File: config.mk
export PLATFORM = sky130hd
export DESIGN_NAME = pc_sequencer
export DESIGN_NICKNAME = d
export VERILOG_FILES = /design/src/rtl/pc_sequencer.sv
export SDC_FILE = /design/constraint.sdc
export NUM_CORES = 1
export LEC_CHECK = 0
export BUFFER_PORTS_ARGS = -buffer_cell sky130_fd_sc_hd__buf_2
export CORE_UTILIZATION = 35
export DETAILED_ROUTE_END_ITERATION = 8
export MAX_ROUTING_LAYER = met4
export PLACE_DENSITY = 0.63
export SKIP_LAST_GASP = 1
export SYNTH_ARGS = -nofsm -noshare
export SYNTH_HDL_FRONTEND = slang
export SYNTH_SLANG_ARGS = --single-unit
File: constraint.sdc
create_clock -name CLK -period 5.2 [get_ports CLK]
set_input_delay 0.78 -clock CLK [delete_from_list [all_inputs] [get_ports CLK]]
set_output_delay 0.78 -clock CLK [all_outputs]
set_load 0.005 [all_outputs]
File: src/rtl/pc_sequencer.sv
// Fetch-stage PC owner: picks PC+4, hold, redirect or halt each cycle and drives
// the instruction-memory request, IF/ID enable and pipeline flush.
module pc_sequencer #(
    parameter logic [31:0] PC_INIT = 32'h0000_0000
) (
    input  logic        CLK,
    input  logic        RST,
    input  logic        ihit,
    input  logic        stall,
    input  logic        redirect,
    input  logic [31:0] redirect_pc,
    input  logic        halt,
    output logic        iren,
    output logic [31:0] iaddr,
    output logic [31:0] pc_plus4,
    output logic        fetch_valid,
    output logic        flush,
    output logic        halted
);

    typedef enum logic [1:0] {RUN, REDIR_WAIT, HALT} state_t;

    state_t      state, state_nxt;
    logic [29:0] pc, pc_nxt;
    logic [29:0] pending_pc, pending_nxt;
    logic [29:0] tgt;
    logic        unused_lo;

    assign tgt       = redirect_pc[31:2];
    assign unused_lo = &redirect_pc[1:0];
    assign iaddr     = {pc, 2'b00};
    assign pc_plus4  = {pc + 30'd1, 2'b00};

    always_ff @(posedge CLK) begin
        if (RST) begin
            state      <= RUN;
            pc         <= PC_INIT[31:2];
            pending_pc <= '0;
        end else begin
            state      <= state_nxt;
            pc         <= pc_nxt;
            pending_pc <= pending_nxt;
        end
    end

    always_comb begin
        state_nxt   = state;
        pc_nxt      = pc;
        pending_nxt = pending_pc;
        iren        = 1'b0;
        fetch_valid = 1'b0;
        flush       = 1'b0;
        halted      = 1'b0;
        if (!RST) begin
            case (state)
                RUN: begin
                    iren = 1'b1;
                    if (halt) begin
                        flush     = 1'b1;
                        state_nxt = HALT;
                    end else if (redirect) begin
                        flush = 1'b1;
                        // Without ihit the request is in flight: keep iaddr steady, park the target.
                        if (ihit) begin
                            pc_nxt = tgt;
                        end else begin
                            pending_nxt = tgt;
                            state_nxt   = REDIR_WAIT;
                        end
                    end else if (ihit && !stall) begin
                        fetch_valid = 1'b1;
                        pc_nxt      = pc + 30'd1;
                    end
                end
                REDIR_WAIT: begin
                    iren = 1'b1;
                    if (halt) begin
                        flush     = 1'b1;
                        state_nxt = HALT;
                    end else begin
                        if (redirect) begin
                            flush       = 1'b1;
                            pending_nxt = tgt;
                        end
                        if (ihit) begin
                            pc_nxt    = redirect ? tgt : pending_pc;
                            state_nxt = RUN;
                        end
                    end
                end
                HALT: begin
                    halted = 1'b1;
                end
                default: begin
                    state_nxt = RUN;
                end
            endcase
        end
    end

endmodule

==> results.md <==
* RSZ-0062 raised after global routing: no
* Hold Path End: pending_pc[24]
* Starting Density at 36.4%
* # resized after CTS at 0
* #FFs+latches synth at 62
* Most used DFF post-synth: dfxtp_1
* P_sw at 0.000319 W
* Worst Hold Launch: pending_pc[24]
* Post-synthesis simple-gate area fraction at 29.2%
* Most common cell after layout, fill and taps aside: nand2_1
* Root Driver: clkbuf_8
* Synth top area share at 32.9%
* Reg-to-reg slack, setup at 2.56 ns
* CP startpoint kind: register
* Async set-or-reset flop fraction in the synthesized netlist at 0%
* Critical path cell sequence: nand4_2, nor4_2, nand4b_1, xnor2_1, buf_2
* Maximum fanout along the worst path at 9
* Cell internal pwr at 0.000806 W
* Fillers at 1074
* Max cap viols at 0
* Nets at 630
* Antenna-violating nets left at 0
* Average wire per standard cell at 17.2 µm
* Synth area leaders: dfxtp_1, nand2_1, a21oi_1, xnor2_1, o21ai_0
* Setup TNS at 0 ns
* Final setup vio count at 0
* Net Sw Frac at 28.3%
* Initial DRC Count at 374
* Largest family of logic cells by synthesized area: simple AND/OR/NAND/NOR gates
* Critical Path End Type: output pin
* Most frequent cells in the layout: nand2_1, buf_2, dfxtp_1
* Sequential share of power at 46.5%
* RePlAce Congestion at 0.886
* Vias in the first global route at 3732
* Core ar. at 10400 µm²
* Clock sink count at 62
* Clock Latency Late Sink at 0.35 ns
* Synth Area in XOR/XNOR at 6.51%
* Total CTS buffers at 9
* Hold path cells at 2
* Synthesis-to-layout area growth at 19.3%
* Cell Area, Synth at 3770 µm²
* Initial antenna violation count at 0
* Die W at 106 µm
* Fin crit share at 66.4%
* Synth Area in Compound Gates at 24.2%
* Fin crit period at 3.45 ns
* Crit Reg-Reg Startpoint: state[1]
* Fin. max-slew vios at 0
* CP peak stage delay at 0.89 ns
* CTS Buffer Depth at 2
* Area leader, netlist: dfxtp_1
* Slowest-stage cell, CP: nor4_2
* Gate power share at 14.3%
* Slew HR at 30.2%
* Post-synthesis cell count at 515
* Gr usage total at 23.4%
* Final Routed Wirelength at 12600 µm
* P per Cell Area at 250 nW/µm²
* DR vias/cell at 5.69
* Worst-margin pin slew at 1.04 ns
* HPWL after detailed placement at 8590 µm
* Ys Warns at 0
* Ports at 106
* CTS tree: done
* Status: completed
* Fraction of the yosys area taken by sequential cells at 32.9%
* # H-tree levels at 3
* Required time worst endpoint at 4.42 ns
* CP arrival at 2.67 ns
* Number of enable flip-flop cells after synthesis at 0
* DRC at 0
* Adder-cell share of the synthesized area at 0.332%
* FF-to-FF End: pc[26]
* R2R cell count at 4
* Yosys cell types at 63
* First-pass GRT wire length at 19800 µm
* 1st-pass router iterations at 5
* DIE HEIGHT at 106 µm
* Hold/Removal Path Class: reg2reg
* Leakage at 1.80 nW
* Ant diodes at 0
* Mux contribution to synthesized area at 0.531%
* Final Hold Vio Count at 0
* Proportion of layout cells with a drive suffix above 1 at 22.8%
* DP Cell Count at 716
* Largest net degree at the start of global routing at 50
* Worst-path clk slew at 0.07 ns
* Clock Power Share at 39.2%
* Total congestion overflow at 0
* Critical path class: reg2out
* Postcts setup bufs at 0
* Hold Buf Count CTS at 0
* Mean Syn Cell Area at 7.32 µm²
* Port bufs at 99
* Fmax at 290 MHz
* Die area at 11200 µm²
* DR vias at 4163
* Fin cells at 732
* Max IR drop VDD at 0.0000823 V
* Rows at 37
* Worst clock skew at 0.00621 ns
[worst max path at each step]
stage	cells past startpoint	start	endpoint
global route	5	pc[9]	pc_plus4[29]
finish	5	pc[2]	pc_plus4[29]
global placement	5	redirect	pc[26]
floorplan	6	pc[13]	pc_plus4[23]
detailed placement	6	redirect	pc[29]
CTS	5	pc[2]	pc_plus4[29]
[power by group through the flow]
stage / Sequential, W / Clock, W / Combinational [W]
final: 0.000523 / 0.000441 / 0.000161
after global routing: 0.000526 / 0.000468 / 0.000178
after floorplan: 0.000525 / 0 / 0.0000983
after detailed placement: 0.000533 / 0 / 0.000160
after global placement: 0.000532 / 0 / 0.000157
after CTS: 0.000522 / 0.000448 / 0.000160
[stage by stage]
step	util, %	setup slack, ns	hold WS (ns)	power, W	area (µm²)
after floorplan	-	2.69	0.432	0.000623	3780
after global placement	41.4	1.78	0.437	0.000688	4300
after detailed placement	41.4	1.69	0.444	0.000693	4300
after CTS	43.4	1.74	0.453	0.00113	4500
after global routing	43.4	1.52	0.472	0.00117	4500
final	43.4	1.75	0.452	0.00113	4500
[state kept, by name, summed over array words and instances (netlist names)]
signal / flops
state: 2
pending_pc: 30
pc: 30
[synth_stat cells, types with 8 or more instances]
cell type	n
nand2_1	105
xnor2_1	20
clkbuf_1	34
a21oi_1	60
and3_1	9
nand3_1	25
o21ai_0	32
o211ai_1	9
nor2_1	27
dfxtp_1	62
a31oi_1	10
xor2_1	8
[cell type report]
cell class | instances | area [µm²] | share of cell area, %
Inverter | 7 | 26.3 | 0.584
Timing Repair Buffer | 106 | 548 | 12.2
Clock inverter | 3 | 42.5 | 0.946
Multi-Input combinational cell | 405 | 2310 | 51.4
Sequential cell | 62 | 1240 | 27.6
Clock buffer | 13 | 159 | 3.53
Tap cell | 136 | 170 | 3.78
[worst max-delay path, delay by kind of cell, from the launching register on]
family	cells	cell delay (ns)
XOR/XNOR	1	0.21
buffers and inverters	1	0.14
AND/OR/NAND/NOR	3	1.47
flip-flops	1	0.49
[logic make-up (layout without fill, tap and decap cells)]
kind of cell,Yosys count,count (layout)
flip-flops,62,62
AND/OR/NAND/NOR,219,219
XOR/XNOR,28,28
adder cells (fa/ha/maj),1,1
AO/OA/AOI/OAI,151,151
buffers and inverters,51,129
multiplexers,2,2
other,1,4
[routing by layer]
metal  up-vias  GRT usage (%)  wire [µm]  share of wire (%)
li1       1987              -          -                  -
met1      1970           30.4       5590                 44
met2       181           36.1       5870                 47
met3        25           4.45        840                6.7
met4         0           8.73        285                2.3
met5         -              -          0                  0
No activity file was read; power rests on OpenSTA's default activity.
